File: src/rtl/mux8_scan_sequencer.sv
// ---------------------------------------------------------------------------
// mux8_scan_sequencer
//   Upstream driver for an 8:1 mux stage. Accepts one 8-bit word per
//   valid/ready handshake, holds it on o_mux_d and steps o_mux_s through
//   channels 0..7 (LSB first), each held for DWELL cycles. The mux is enabled
//   (o_mux_en_n low) only while a frame is scanning. After a frame the block
//   idles GAP cycles, with the mux disabled, before accepting the next word.
//
// Parameters
//   DWELL  cycles each channel stays selected (>= 1)
//   GAP    idle cycles after a frame before o_in_ready reasserts (>= 0)
//
// Ports
//   i_clk          clock, rising edge
//   i_rst          asynchronous active-high reset
//   i_in_data      word to be scanned
//   i_in_valid     i_in_data valid
//   o_in_ready     high iff the FSM is IDLE (combinational)
//   o_mux_d        registered copy of the accepted word (mux D)
//   o_mux_s        channel select (mux S)
//   o_mux_en_n     active-low mux enable (mux EN)
//   o_bit_strobe   one-cycle pulse: mux output equals o_mux_d[o_mux_s]
//   o_frame_last   coincides with the channel-7 strobe
//   o_busy         high in SCAN and GAP
// ---------------------------------------------------------------------------
module mux8_scan_sequencer #(
  parameter int DWELL = 1,
  parameter int GAP   = 0
) (
  input  logic       i_clk,
  input  logic       i_rst,
  input  logic [7:0] i_in_data,
  input  logic       i_in_valid,
  output logic       o_in_ready,
  output logic [7:0] o_mux_d,
  output logic [2:0] o_mux_s,
  output logic       o_mux_en_n,
  output logic       o_bit_strobe,
  output logic       o_frame_last,
  output logic       o_busy
);

  localparam int DW = (DWELL > 1) ? $clog2(DWELL + 1) : 1;
  localparam int GW = (GAP > 0) ? $clog2(GAP + 1) : 1;
  localparam logic [DW-1:0] DWELL_LAST = DW'((DWELL > 0) ? (DWELL - 1) : 0);
  localparam logic [GW-1:0] GAP_LAST   = GW'((GAP > 0) ? (GAP - 1) : 0);

  if (DWELL < 1) begin : g_bad_dwell
    $error("mux8_scan_sequencer: DWELL must be >= 1");
  end

  typedef enum logic [1:0] {
    ST_IDLE = 2'd0,
    ST_SCAN = 2'd1,
    ST_GAP  = 2'd2
  } state_t;

  state_t          r_state;
  state_t          w_state_nxt;
  logic [DW-1:0]   r_dwell_cnt;
  logic [DW-1:0]   w_dwell_nxt;
  logic [GW-1:0]   r_gap_cnt;
  logic [GW-1:0]   w_gap_nxt;
  logic [7:0]      r_mux_d;
  logic [7:0]      w_mux_d_nxt;
  logic [2:0]      r_mux_s;
  logic [2:0]      w_mux_s_nxt;
  logic            r_mux_en_n;
  logic            r_bit_strobe;
  logic            r_frame_last;
  logic            r_busy;
  logic            w_strobe_nxt;
  logic            w_last_nxt;
  logic            w_chan_end;

  // Last dwell cycle of the currently selected channel.
  assign w_chan_end = (r_dwell_cnt == DWELL_LAST);

  // State register.
  always_ff @(posedge i_clk or posedge i_rst) begin
    if (i_rst) begin
      r_state <= ST_IDLE;
    end else begin
      r_state <= w_state_nxt;
    end
  end

  // Next-state logic.
  always_comb begin
    w_state_nxt = r_state;
    case (r_state)
      ST_IDLE: begin
        if (i_in_valid) begin
          w_state_nxt = ST_SCAN;
        end else begin
          w_state_nxt = ST_IDLE;
        end
      end
      ST_SCAN: begin
        if (w_chan_end && (r_mux_s == 3'd7)) begin
          w_state_nxt = (GAP == 0) ? ST_IDLE : ST_GAP;
        end else begin
          w_state_nxt = ST_SCAN;
        end
      end
      ST_GAP: begin
        if (r_gap_cnt == GAP_LAST) begin
          w_state_nxt = ST_IDLE;
        end else begin
          w_state_nxt = ST_GAP;
        end
      end
      default: begin
        w_state_nxt = ST_IDLE;
      end
    endcase
  end

  // Output/datapath next values; strobe and enable are derived from the
  // next state so the registered versions line up with the cycle they describe.
  always_comb begin
    w_mux_d_nxt = r_mux_d;
    w_mux_s_nxt = r_mux_s;
    w_dwell_nxt = r_dwell_cnt;
    w_gap_nxt   = r_gap_cnt;
    case (r_state)
      ST_IDLE: begin
        if (i_in_valid) begin
          w_mux_d_nxt = i_in_data;
          w_mux_s_nxt = 3'd0;
          w_dwell_nxt = '0;
        end else begin
          w_mux_s_nxt = 3'd0;
        end
      end
      ST_SCAN: begin
        if (w_chan_end) begin
          w_dwell_nxt = '0;
          // Wrap to channel 0 at end of frame so the idle mux_s is 0.
          w_mux_s_nxt = (r_mux_s == 3'd7) ? 3'd0 : (r_mux_s + 3'd1);
        end else begin
          w_dwell_nxt = r_dwell_cnt + DW'(1);
        end
      end
      ST_GAP: begin
        if (r_gap_cnt == GAP_LAST) begin
          w_gap_nxt = '0;
        end else begin
          w_gap_nxt = r_gap_cnt + GW'(1);
        end
      end
      default: begin
        w_mux_s_nxt = 3'd0;
        w_dwell_nxt = '0;
        w_gap_nxt   = '0;
      end
    endcase
    w_strobe_nxt = (w_state_nxt == ST_SCAN) && (w_dwell_nxt == DWELL_LAST);
    w_last_nxt   = w_strobe_nxt && (w_mux_s_nxt == 3'd7);
  end

  // Registered outputs and counters.
  always_ff @(posedge i_clk or posedge i_rst) begin
    if (i_rst) begin
      r_mux_d      <= 8'h00;
      r_mux_s      <= 3'd0;
      r_mux_en_n   <= 1'b1;
      r_bit_strobe <= 1'b0;
      r_frame_last <= 1'b0;
      r_busy       <= 1'b0;
      r_dwell_cnt  <= '0;
      r_gap_cnt    <= '0;
    end else begin
      r_mux_d      <= w_mux_d_nxt;
      r_mux_s      <= w_mux_s_nxt;
      r_mux_en_n   <= (w_state_nxt != ST_SCAN);
      r_bit_strobe <= w_strobe_nxt;
      r_frame_last <= w_last_nxt;
      r_busy       <= (w_state_nxt != ST_IDLE);
      r_dwell_cnt  <= w_dwell_nxt;
      r_gap_cnt    <= w_gap_nxt;
    end
  end

  assign o_in_ready   = (r_state == ST_IDLE);
  assign o_mux_d      = r_mux_d;
  assign o_mux_s      = r_mux_s;
  assign o_mux_en_n   = r_mux_en_n;
  assign o_bit_strobe = r_bit_strobe;
  assign o_frame_last = r_frame_last;
  assign o_busy       = r_busy;

endmodule
File: config.mk
export PLATFORM = sky130hd
export DESIGN_NAME = mux8_scan_sequencer
export DESIGN_NICKNAME = d
export VERILOG_FILES = /design/src/rtl/mux8_scan_sequencer.sv
export SDC_FILE = /design/constraint.sdc
export NUM_CORES = 1
export LEC_CHECK = 0
export ABC_AREA = 1
export CAP_MARGIN = 20
export CORE_ASPECT_RATIO = 0.8
export CORE_MARGIN = 1.5
export CORE_UTILIZATION = 36
export DETAILED_ROUTE_END_ITERATION = 6
export GPL_TIMING_DRIVEN = 0
export PLACE_DENSITY = 0.78
export SETUP_SLACK_MARGIN = 0.4
export SLEW_MARGIN = 20
export SYNTH_ARGS = -nofsm -noshare
export SYNTH_HDL_FRONTEND = slang
export SYNTH_SLANG_ARGS = --single-unit
File: constraint.sdc
create_clock -name i_clk -period 1.1 [get_ports i_clk]
set_input_delay 0.275 -clock i_clk [delete_from_list [all_inputs] [get_ports i_clk]]
set_output_delay 0.275 -clock i_clk [all_outputs]
set_load 0.01 [all_outputs]
==> qor.csv, run 1 <==
metric;value;unit
dp.cells;119;
synthFlopType;dfrtp_1;
totalWireLength;1910;um
hpwl;961;um
cts_made_buffers;3;
yosysMostFrequentCell;nand2_1;
antenna_found_initial;0;
synth-seq-cells;16;
fp.dieH;41.2;um
synth_area_per_cell;9.12;um2
synth-edff-count;0;
final_nets;132;
yosysWarningCount;0;
hold_path.class;in -> async;
clkTransAtPathRegs;100;ps
ir_drop;0.00184;V
fmax;0.782;GHz
routabilityCongestion;0.694;
arrival;1000;ps
syn-cell-area;657;um2
clockRootBuffer;clkbuf_4;
fin_util;68.9;%
violations;negative setup slack;
cpMaxStageDelayCell;dfrtp_2;
critical_path_buf_inv_count;3;
endpoint_kind;output port;
path_cells;buf_6 > inv_8 > buf_6;
async_flop_share;100;%
clk-insertion-delay-late;290;ps
maxCapViolations;0;
coreArea;0.00168;mm2
grt_max_degree;17;
grt-ovfl-total;0;
crit_type;reg -> out;
cp_max_fo;3;
p_leak;0.000581;uW
finalClockSkew;3.81;ps
ys_seq_area_share;61.1;%
vias_per_cell;4.65;
rsz0062_at_grt;yes;
cp_slowest_stage_delay;440;ps
num_io_pins;27;
num_rows;13;
die_x;50.8;um
yosys-top-cells-count;nand2_1 (23), dfrtp_1 (15), nand3_1 (9);
holdBufCountCts;0;
relSlewSlack;76.7;%
pre_cts_ws;-299;ps
cp_top_family;flip-flops;
ys_types;11;
critPathRequiredTime;820;ps
hold_violations;0;
antenna_left;0;
synth_top_area_share;57.1;%
dr.pass1.iters;4;
synth_area_leaders;dfrtp_1 (57%), nand2_1 (13%), nand3_1 (6.9%);
grt_pass1_wl;2150;um
die_area;0.00209;mm2
final_cells;140;
yosysTopAreaCell;dfrtp_1;
fin_ws;-179;ps
p_total;3480;uW
status;complete, but fails checks;
grt_pass1_vias;502;
synth_nets;85;
tightest_slew;349;ps
synthCells;72;
drc;0;
period_minus_slack;1280;ps
cts_sinks;16;
cts_tree;yes;
critPathMostFrequentCell;buf_6;
clock_path_buffers;2;
finalCritPeriodShare;116;%
power_density;3010;mW/mm2
syn2layout_area_growth;75.8;%
initial_core_util;39.2;%
vias;651;
critPathLaunchType;flop;
setup_violations;14;
cts-htree-levels;1;
drive_gt1_share;57.6;%
antenna_cells;0;
portBuffers;25;
slew_viol_final;0;
drt_iter0_drc;8;
wl_per_cell;13.6;um
track_usage;14.8;%
==> cell families after synthesis <==
group         count (synthesis)  synth area share, %
fa+ha+maj                     2                 3.81
buf+inv                      10                 5.90
flops                        16                 61.1
simple gates                 44                 29.1
==> layout by cell type (no fill, tap or decap), types with 2 or more instances in the layout <==
cell             count
nand2_2             10
buf_4               14
dfrtp_2              3
clkdlybuf4s50_1      9
buf_6                6
inv_1                5
inv_2                2
nand2_1             13
nor2_2               7
nor2_1               3
nand3_1              8
buf_2               13
ha_4                 2
dfrtp_1             12
clkbuf_4             3
==> what timing repair did <==
action,4_1_cts,5_1_grt
resized for setup,76,18
gates cloned,0,0
pin swaps,8,6
setup buffers,11,6
setup endpoints to repair,48,32
==> flip-flops by register name (all words and copies together), names as in the netlist <==
register and count:
o_mux_en_n 1, o_bit_strobe 1, o_mux_s 3, o_mux_d 8, r_state 1, o_frame_last 1, r_dwell_cnt 1
==> worst paths after layout <==
kind	depth (start not counted)	slack [ps]	startpoint	to
worst max-delay path	3	-180	r_state[0]	o_in_ready
min in group i_clk	3	350	i_in_valid	o_mux_d[5]
worst max register to register	6	-150	o_mux_s[1]	o_frame_last
worst min register to register	2	480	o_mux_d[0]	o_mux_d[0]
worst min-delay path	2	300	i_rst	o_mux_d[4]
max in group asynchronous	2	520	i_rst	o_mux_en_n
==> per-layer routing <==
layer | global-route usage, % | routed length (um)
met5 | 0 | 0
met4 | 10.1 | 63
met3 | 2.19 | 68
met2 | 25.0 | 1070
met1 | 18.2 | 713
==> where the power goes <==
group / total [uW] / internal (uW) / switching [uW]
combinational: 2030 / 1060 / 970
clock: 399 / 202 / 197
sequential: 1050 / 876 / 169
==> per-stage QoR <==
stage               hold WS, ps  cell area (um2)  setup TNS, ps
finish                      299             1150          -1190
global route                340             1150          -1730
floorplan                   188              691           -117
global placement            455              968          -1460
CTS                         317             1060           -841
detailed placement          457              968          -1770
==> final cells by class <==
type | count | area, um2
plain buffers | 1 | 5.00
flip-flops and latches | 16 | 405
clock buffers | 4 | 36.3
inverters | 9 | 45.0
repair buffers | 42 | 338
multi-input cells | 46 | 298
well taps | 22 | 27.5
fillers | 120 | 520
(Power assumes the default switching activity.)
==> run 2, diff against run 1 <==
Settings changed: SKIP_LAST_GASP set to 1.
==> qor.csv, run 2 (synthesis gave the netlist of run 1 again) <==
metric;value;unit;change
drt_iter0_drc;15;;+7
drc;0;;unchanged
cts_sinks;16;;unchanged
pre_cts_ws;-299;ps;unchanged
die_x;50.8;um;unchanged
num_rows;13;;unchanged
crit_type;reg -> out;;
violations;negative setup slack;;
totalWireLength;1860;um;-2.8%
hold_ws;296;ps;-2.99 ps
routabilityCongestion;0.694;;unchanged
seq_area;405;um2;unchanged
clockRootBuffer;clkbuf_4;;
antenna_found_initial;0;;unchanged
hpwl;961;um;unchanged
multi_input_area;278;um2;-6.7%
holdBufCountCts;0;;unchanged
fillCellCount;126;;+5.0%
arrival;1000;ps;about the same
finalCritPeriodShare;116;%;-0.47 points
path_cells;buf_6 > inv_8 > buf_6;;
power_density;3000;mW/mm2;-0.26%
cts_tree;yes;;
final_cell_mix;nand2_1 (21), buf_4 (14), buf_2 (13);;
grt_pass1_wl;2150;um;unchanged
p_leak;0.000580;uW;about the same
dr.pass1.iters;4;;unchanged
cp_max_fo;3;;unchanged
initial_core_util;39.2;%;unchanged
syn2layout_area_growth;72.8;%;
layout.cells.most_common;nand2_1;;
antenna_left;0;;unchanged
status;complete, but fails checks;;
fin_ws;-174;ps;+5.16 ps
relSlewSlack;77.4;%;+0.65 points
tightest_slew;339;ps;-9.78 ps
critPathRequiredTime;820;ps;about the same
setup_violations;14;;unchanged
cts-htree-levels;1;;unchanged
vias;666;;+2.3%
num_io_pins;27;;unchanged
maxCapViolations;0;;unchanged
grt-ovfl-total;0;;unchanged
hold_path.class;in -> async;;
track_usage;14.8;%;unchanged
clock_path_buffers;2;;unchanged
die_area;0.00209;mm2;unchanged
cpMaxStageDelayCell;dfrtp_2;;
fmax;0.785;GHz;+0.41%
rsz0062_at_grt;yes;;
finalClockSkew;1.84;ps;-1.97 ps
dpl_cell_area;968;um2;unchanged
period_minus_slack;1270;ps;-5.16 ps
endpoint_kind;output port;;
cp_slowest_stage_delay;430;ps;about the same
final_nets;132;;unchanged
vias_per_cell;4.76;;+2.3%
grt_max_degree;17;;unchanged
fp.dieH;41.2;um;unchanged
critPathLaunchType;flop;;
largest_reg_flops;8;;unchanged
clk-insertion-delay-late;290;ps;about the same
design_area;0.00113;mm2;-1.7%
cts_made_buffers;3;;unchanged
grt_pass1_vias;502;;unchanged
antenna_cells;0;;unchanged
slew_viol_final;0;;unchanged
clkTransAtPathRegs;100;ps;about the same
drive_gt1_share;50.8;%;-6.8 points
tns;-1250;ps;-51.5 ps
hold_violations;0;;unchanged
coreArea;0.00168;mm2;unchanged
ir_drop;0.00171;V;-7.4%
critPathMostFrequentCell;buf_6;;
portBuffers;25;;unchanged
wl_per_cell;13.3;um;-2.8%
-- run 2: metal layers --
metal / track usage, % / share of wire [%] / routed length [um]
met5: 0 / 0 / 0
met4: 10.1 / 3.2 / 59
met3: 2.19 / 3.6 / 67
met2: 25.0 / 54 / 1010
met1: 18.2 / 39 / 721
-- run 2: what timing repair did --
action | in CTS | in global routing
pin swaps | 8 | 6
cloned | 0 | 0
gates resized for setup | 76 | 10
hold endpoints to repair | 0 | 0
endpoints found under the setup margin | 48 | 32
setup buffers | 11 | 6
-- run 2: final timing paths --
| path | startpoint | end | slack [ps] | cells past startpoint |
|---|---|---|---|---|
| max in group asynchronous | i_rst | o_mux_en_n | 530 | 2 |
| setup reg to reg | o_mux_s[1] | o_frame_last | -170 | 6 |
| hold reg to reg | o_mux_d[0] | o_mux_d[0] | 480 | 2 |
| min in group i_clk | i_in_valid | o_mux_d[5] | 350 | 3 |
| setup / recovery | r_state[0] | o_in_ready | -170 | 3 |
| hold / removal | i_rst | o_mux_d[7] | 300 | 2 |
-- run 2: power breakdown --
part	switching, uW	internal [uW]
sequential	171	876
combinational	933	1030
clock	196	202
total	1300	2110
-- run 2: final cells by class --
class / count / area share, %
Sequential cell: 16 / 35.7
Timing Repair Buffer: 42 / 29.8
Multi-Input combinational cell: 46 / 24.5
Inverter: 9 / 3.97
Clock buffer: 4 / 3.20
Tap cell: 22 / 2.43
Buffer: 1 / 0.441
-- run 2: worst max-delay path, delay by kind of cell, from the launching register on --
family   cells  cell delay [ps]
flops        1              430
buf+inv      3              280
-- run 2: per-stage QoR --
step,power [uW],instances,util [%]
after detailed placement,2490,119,57.8
final,3410,140,67.7
after global routing,3600,140,67.7
after global placement,2440,119,57.8
after floorplan,1780,72,-
after CTS,3060,134,63.1
==> run 3, diff against run 2 <==
Settings changed: ABC_CLOCK_PERIOD_IN_PS set to 1100, CTS_CLUSTER_DIAMETER set to 30.
==> results of run 3 <==
The final DEF is identical to that of run 2; final timing and power are the same.
